[config.mk]
export PLATFORM = sky130hd
export DESIGN_NAME = angle_unwrapper_flat
export DESIGN_NICKNAME = d
export VERILOG_FILES = /design/src/rtl/angle_unwrapper_if.sv /design/src/rtl/angle_unwrapper.sv /design/src/flat_wrapper.sv
export SDC_FILE = /design/constraint.sdc
export NUM_CORES = 1
export LEC_CHECK = 0
export BUFFER_PORTS_ARGS = -buffer_cell sky130_fd_sc_hd__buf_2
export CORE_MARGIN = 2
export CORE_UTILIZATION = 61
export CTS_BUF_LIST = sky130_fd_sc_hd__clkbuf_2 sky130_fd_sc_hd__clkbuf_4 sky130_fd_sc_hd__clkbuf_8
export DETAILED_ROUTE_END_ITERATION = 8
export GPL_TIMING_DRIVEN = 0
export PLACE_DENSITY_LB_ADDON = 0.3
export SYNTH_ARGS = -nofsm -noshare
export SYNTH_HDL_FRONTEND = slang
export SYNTH_SLANG_ARGS = --single-unit
[constraint.sdc]
create_clock -name clk -period 6.1 [get_ports clk]
set_input_delay 0.305 -clock clk [delete_from_list [all_inputs] [get_ports clk]]
set_output_delay 0.305 -clock clk [all_outputs]
set_load 0.01 [all_outputs]
[src/rtl/angle_unwrapper_if.sv]
// Sample/result bundle for angle_unwrapper: reduced angle in, unwrapped angle and status out.
// master drives the samples, slave is the unwrapper.
interface angle_unwrapper_if #(
   parameter int DATA_WIDTH = 32,
   parameter int TURN_WIDTH = 16
);
   logic                  en_unwrap;
   logic                  clear;
   logic [DATA_WIDTH-1:0] data_in;
   logic [DATA_WIDTH-1:0] data_out;
   logic                  valid_out;
   logic [TURN_WIDTH-1:0] turns;
   logic                  range_err;
   logic                  overflow;

   modport master (
      output en_unwrap, clear, data_in,
      input  data_out, valid_out, turns, range_err, overflow
   );

   modport slave (
      input  en_unwrap, clear, data_in,
      output data_out, valid_out, turns, range_err, overflow
   );
endinterface

[src/rtl/angle_unwrapper.sv]
// Unwraps a modulo-360 angle stream into turns*360 + angle; two-stage pipeline, one sample
// per cycle, no backpressure. The interface instance must use the same widths as this module.
`ifndef DATA_WIDTH
`define DATA_WIDTH 32
`endif

module angle_unwrapper #(
   parameter int DATA_WIDTH = `DATA_WIDTH,
   parameter int TURN_WIDTH = 16
) (
   input  logic             clk,
   input  logic             reset_n,
   angle_unwrapper_if.slave u
);
   typedef enum logic {FIRST, TRACK} state_t;

   localparam logic [DATA_WIDTH-1:0] DEG_360  = DATA_WIDTH'(360);
   localparam logic [TURN_WIDTH-1:0] TURN_MAX = {1'b0, {(TURN_WIDTH-1){1'b1}}};
   localparam logic [TURN_WIDTH-1:0] TURN_MIN = {1'b1, {(TURN_WIDTH-1){1'b0}}};
   localparam logic [TURN_WIDTH-1:0] TURN_ONE = TURN_WIDTH'(1);

   state_t                state;
   logic [8:0]            prev;
   logic [8:0]            angle_s1;
   logic [TURN_WIDTH-1:0] turns_s1;
   logic                  valid_s1;
   logic [DATA_WIDTH-1:0] data_out_r;
   logic                  valid_out_r;
   logic                  range_err_r;
   logic                  overflow_r;

   logic                  in_range;
   logic signed [9:0]     delta;
   logic                  wrap_fwd;
   logic                  wrap_bwd;
   logic [DATA_WIDTH-1:0] turns_ext;
   logic [DATA_WIDTH-1:0] unwrapped;

   assign in_range  = u.data_in < DEG_360;
   assign delta     = $signed({1'b0, u.data_in[8:0]}) - $signed({1'b0, prev});
   assign wrap_fwd  = delta < -10'sd180;
   assign wrap_bwd  = delta > 10'sd180;
   // Modular product: low DATA_WIDTH bits are the same for signed or unsigned once sign-extended.
   assign turns_ext = {{(DATA_WIDTH-TURN_WIDTH){turns_s1[TURN_WIDTH-1]}}, turns_s1};
   assign unwrapped = turns_ext * DEG_360 + {{(DATA_WIDTH-9){1'b0}}, angle_s1};

   always_ff @(posedge clk) begin
      if (!reset_n) begin
         state       <= FIRST;
         prev        <= '0;
         angle_s1    <= '0;
         turns_s1    <= '0;
         valid_s1    <= 1'b0;
         data_out_r  <= '0;
         valid_out_r <= 1'b0;
         range_err_r <= 1'b0;
         overflow_r  <= 1'b0;
      end else begin
         valid_out_r <= valid_s1;
         if (valid_s1)
            data_out_r <= unwrapped;
         valid_s1    <= 1'b0;
         range_err_r <= u.en_unwrap && !in_range;

         if (u.clear) begin
            turns_s1   <= '0;
            overflow_r <= 1'b0;
            state      <= FIRST;
         end

         // A sample arriving with clear is taken as the first one after restart.
         if (u.en_unwrap && in_range) begin
            prev     <= u.data_in[8:0];
            angle_s1 <= u.data_in[8:0];
            valid_s1 <= 1'b1;
            state    <= TRACK;
            if (!u.clear && state == TRACK) begin
               if (wrap_fwd) begin
                  if (turns_s1 == TURN_MAX) overflow_r <= 1'b1;
                  else                      turns_s1   <= turns_s1 + TURN_ONE;
               end else if (wrap_bwd) begin
                  if (turns_s1 == TURN_MIN) overflow_r <= 1'b1;
                  else                      turns_s1   <= turns_s1 - TURN_ONE;
               end
            end
         end
      end
   end

   assign u.data_out  = data_out_r;
   assign u.valid_out = valid_out_r;
   assign u.turns     = turns_s1;
   assign u.range_err = range_err_r;
   assign u.overflow  = overflow_r;
endmodule

[src/flat_wrapper.sv]
// flat-port wrapper written by rule: the top's interface ports become plain ports
module angle_unwrapper_flat 
#(
   parameter int DATA_WIDTH = `DATA_WIDTH,
   parameter int TURN_WIDTH = 16
)
  (clk, reset_n, u_en_unwrap, u_clear, u_data_in, u_data_out, u_valid_out, u_turns, u_range_err, u_overflow);
  angle_unwrapper_if #(.DATA_WIDTH(DATA_WIDTH), .TURN_WIDTH(TURN_WIDTH)) u_i ();
  input  logic clk;
  input  logic reset_n;
  input wire logic [$bits(u_i.en_unwrap)-1:0] u_en_unwrap;
  input wire logic [$bits(u_i.clear)-1:0] u_clear;
  input wire logic [$bits(u_i.data_in)-1:0] u_data_in;
  output wire logic [$bits(u_i.data_out)-1:0] u_data_out;
  output wire logic [$bits(u_i.valid_out)-1:0] u_valid_out;
  output wire logic [$bits(u_i.turns)-1:0] u_turns;
  output wire logic [$bits(u_i.range_err)-1:0] u_range_err;
  output wire logic [$bits(u_i.overflow)-1:0] u_overflow;
  assign u_i.en_unwrap = u_en_unwrap;
  assign u_i.clear = u_clear;
  assign u_i.data_in = u_data_in;
  assign u_data_out = u_i.data_out;
  assign u_valid_out = u_i.valid_out;
  assign u_turns = u_i.turns;
  assign u_range_err = u_i.range_err;
  assign u_overflow = u_i.overflow;
  angle_unwrapper #(.DATA_WIDTH(DATA_WIDTH), .TURN_WIDTH(TURN_WIDTH)) u_core (.clk(clk), .reset_n(reset_n), .u(u_i));
endmodule
# After elaboration in Yosys (flattened, before gate mapping)
# Cells that the tools add are included.
# W data, S select, Z words.
# word_totals
reg_bits	62
in_bits	36
out_inout_bits	51
word_cells	41
# op_classes
n_addsub	4
mul	1
n_lt_le_gt_ge	3
n_eq_ne	2
muxes	17
reduce_logical	6
# ops
op	count
$mux W16	7
$add A32 B9 Y32	1
$lt A32 B9 Y1 const B	1
$mul A32 B6 Y29 const B	1
$add A16 B1 Y16 const B	1
$eq A16 B15 Y1 const B	1
$eq A16 B16 Y1 const B	1
$sub A16 B1 Y16 const B	1
$gt A10 B9 Y1 const B	1
$lt A10 B9 Y1 const B	1
$mux W1	10
$sub A9 B9 Y10	1
$logic_and A1 B1 Y1	3
$logic_not A1 Y1	2
$reduce_bool A2 Y1	1

# Logic depth before layout (Yosys ltp)
# depth
word_depth	6
depth_mapped	17
depth_no_buf	16

# Worst setup path before layout
# Ideal clock, no wire load.
# synth_path
path_kind	reg-to-reg
startpoint	register u_core.turns_s1[14], in the netlist u_core.u.turns[14]
endpoint	register u_core.data_out_r[24], in the netlist u_core.u.data_out[24]
setup_ps	70
arrival_ps	4454
slack_ps	1577
path_stages_with_launch	17
path_cell_list	dfxtp_1 clkbuf_1 inv_1 ha_1 fa_1 fa_1 inv_1 ha_1 o21a_1 a211oi_1 or4b_2 o311ai_0 nor3_1 nor2_1 or4b_1 xor2_1 a21oi_1
# synth_between
elab_chain_len	2
# synth_rtl
element	line_no	rtl
from (decl)	angle_unwrapper.sv:25	logic [TURN_WIDTH-1:0] turns_s1;
from (signal assigned)	angle_unwrapper.sv:80	else turns_s1 <= turns_s1 + TURN_ONE;
from (signal assigned)	angle_unwrapper.sv:83	else turns_s1 <= turns_s1 - TURN_ONE;
$mul A32 B6 Y29	angle_unwrapper.sv:45	assign unwrapped = turns_ext * DEG_360 + {{(DATA_WIDTH-9){1'b0}}, angle_s1};
$add A32 B9 Y32	angle_unwrapper.sv:45	
to (signal assigned)	angle_unwrapper.sv:61	data_out_r <= unwrapped;
to (decl)	angle_unwrapper.sv:27	logic [DATA_WIDTH-1:0] data_out_r;
# Every way passes these cells.
# A chain may end at the register's enable or synchronous reset.

# Worst setup path in the final report
# layout_path
startpoint	register u_core.turns_s1[0], in the netlist u_core.u.turns[0]
endpoint	register u_core.data_out_r[24], in the netlist u_core.u.data_out[24]
# The elaborated chain is that of the path after synthesis.

==> metrics.yaml <==
sta:
  period_needed_ns: 4.95
  fmax_mhz: 202
  finClkSkew_ns: 0.0170
  fin_setup_tns_ns: 0
  whs_ns: 0.188
  min_period_over_period_pct: 81.2
  slew_headroom_pct: 36.5
  setup_viol_count_final: 0
  drv_slew: 0
  hold_viol: 0
  worst_pin_slew_ns: 0.945
  rsz0062_at_grt: "false"
setup_path:
  critPathMaxFanout: 12
  worstPathArrival_ns: 5.23
  path_class: "reg2reg"
  cp-end-kind: "flop"
  worstPathRequired_ns: 6.38
  start_kind: "flop"
final_layout:
  nets: 1046
  diodes: 0
  fill_cells: 875
  stdcell_count: 1061
  regArea_mm2: 0.00124
  areaGrowthSynthToFinish_pct: 12.7
  multiInputGateArea_mm2: 0.00469
  final_util_pct: 70.5
  drive_gt1_share_pct: 13.9
synth:
  synthMuxAreaShare_pct: 3.12
  synthDistinctLibCells: 77
  synth_top_cells_by_area: "dfxtp_1 19%, ha_1 13%, fa_1 7.4%, inv_1 5.6%, nor2_1 5.1%"
  synth_area_leader_cell: "dfxtp_1"
  synth_xor_area_share_pct: 6.50
  synth-adder-area-share_pct: 20.2
  syn_inst: 825
  yosysWarnings: 0
  netlist_area_mm2: 0.00646
  postSynth.asyncResetShare_pct: 0
  synthSimpleGateAreaFrac_pct: 21.1
  yosysSeqAreaShare_pct: 19.2
  synth_nets: 951
  synth_top_area_share_pct: 19.2
  yosysMostFrequentCell: "inv_1"
  synth_common_cells: "97 x inv_1, 87 x nor2_1, 66 x ha_1"
  synth_edf_count: 0
  ys.flop_type: "dfxtp_1"
  ys_ff_latch: 62
  synth_compound_area_share_pct: 21.7
  synth_top_family_by_area: "compound AO/OA/AOI/OAI gates"
  synth_area_per_cell_um2: 7.83
routing:
  antenna_left: 0
  routed_wl_mm: 16.2
  wl_per_cell_um: 15.3
  dr.max_layer_used: "met4"
  drc_errors: 0
  wl_met3_mm: 1.06
  wl_met2_mm: 7.60
  viasPerCell: 5.90
  wl_met1_mm: 7.21
  first_pass_iters: 5
  drtIter0Drc: 332
  vias: 6264
grt:
  antenna_found_initial: 0
  grt_max_degree: 14
  overflow: 0
  grt_usage_pct: 29.2
  grt_pass1_vias: 5965
  grt_pass1_wl_mm: 27.5
cts:
  cts-root-buf: "clkbuf_8"
  cts-resized-gates: 0
  htreeDepth: 3
  clkTransAtPathRegs_ns: 0.09
  cts_setup_buffers: 0
  clock_latency_ns: 0.35
  hold_buffers: 0
  cts_buffers: 9
  clock-sinks: 62
  cts_tree: "done"
  clk_path_buf_depth: 2
pwr:
  vdd_drop_max_mv: 0.140
  leakage_nw: 3.46
  p_per_area_mw_per_mm2: 130
placed_design:
  dp_cells: 1045
  place.gp.congestion: 0.919
  io_buffers: 84
  hpwl_mm: 12.6
outcome:
  outcome: "complete, no violations"
flow_run:
  cap_violations: 0
worst_hold_path:
  hold_path_class: "in2reg"
floorplan:
  coreArea_mm2: 0.0103
  die_y_um: 107
  dieArea_mm2: 0.0114
  num_rows: 37
  initial_core_util_pct: 62.6
  die_x_um: 107
  num_io_pins: 87
placed cells by master, fill, tap and decap left out, types with 12 or more instances in the layout:
cell type,Yosys,layout
a21oi_1,54,54
xnor2_1,24,24
dfxtp_1,62,62
buf_2,2,86
nor2_1,87,87
nand2b_1,13,13
nand3_1,21,21
ha_1,66,66
nand2_1,49,49
a211oi_1,21,21
clkbuf_1,30,30
nor4_1,12,12
mux2i_1,19,19
nand4_1,12,12
o21ai_0,34,34
nor3_1,22,22
inv_1,97,97
xor2_1,24,24
fa_1,24,24
a21o_1,17,17
area by class of cell:
cell class / count / area share, %
Timing Repair Buffer: 84 / 5.77
Clock buffer: 9 / 1.70
Clock inverter: 7 / 1.43
Buffer: 36 / 2.20
Multi-Input combinational cell: 629 / 64.5
Tap cell: 136 / 2.34
Inverter: 98 / 5.05
Sequential cell: 62 / 17.0
registers in the layout, indices dropped and copies added (netlist names):
signal / cells
u_core.angle_s1: 9
u_core.state: 1
u_core.u.data_out: 32
u_core.u.overflow: 1
u_core.u.range_err: 1
u_core.u.turns: 16
u_core.u.valid_out: 1
u_core.valid_s1: 1
routing by layer:
layer  up-vias  track usage (%)
met5         -                0
met4         0             9.18
met3        41             4.26
met2       244             49.0
met1      2875             38.8
li1       3104                -
cells by family after synthesis:
family	after synthesis
and+or+nand+nor	265
AOI/OAI and AO/OA	206
buffers and inverters	134
adders and majority gates	90
DFF	62
xor gates and xnor gates	48
muxes	20
power breakdown:
part	internal (mW)	switching, mW
registers	0.405	0.000167
logic	0.0432	0.0654
clock network	0.236	0.199
total	0.684	0.265
critical path: stages (launching register included):
cell	delay [ns]
dfxtp_1	0.61
ha_1	0.36
ha_1	0.31
inv_1	0.06
fa_1	0.50
inv_1	0.07
fa_1	0.47
a21oi_1	0.35
o221ai_1	0.23
a211oi_1	0.42
xnor2_1	0.21
nor3_4	0.29
nand4_1	0.20
or4b_1	0.52
xor2_1	0.16
a21oi_1	0.13
metrics by stage:
stage                     cell area (um2)  setup slack [ns]  power [mW]
final                                7280              1.15       0.949
after global routing                 7280             0.824       0.982
after CTS                            7280              1.17       0.944
after detailed placement             7050              1.20       0.521
after global placement               7050              1.22       0.520
after floorplan                      6460              1.58       0.488
worst paths after layout:
kind,slack [ns],endpoint,from,depth (start not counted)
worst min register to register,0.45,u_core.u.data_out[31],u_core.u.data_out[31],1
worst max register to register,1.15,u_core.u.data_out[24],u_core.u.turns[0],15
worst max-delay path,1.15,u_core.u.data_out[24],u_core.u.turns[0],15
worst min-delay path,0.19,u_core.u.range_err,u_en_unwrap,3
(Power assumes the default switching activity.)
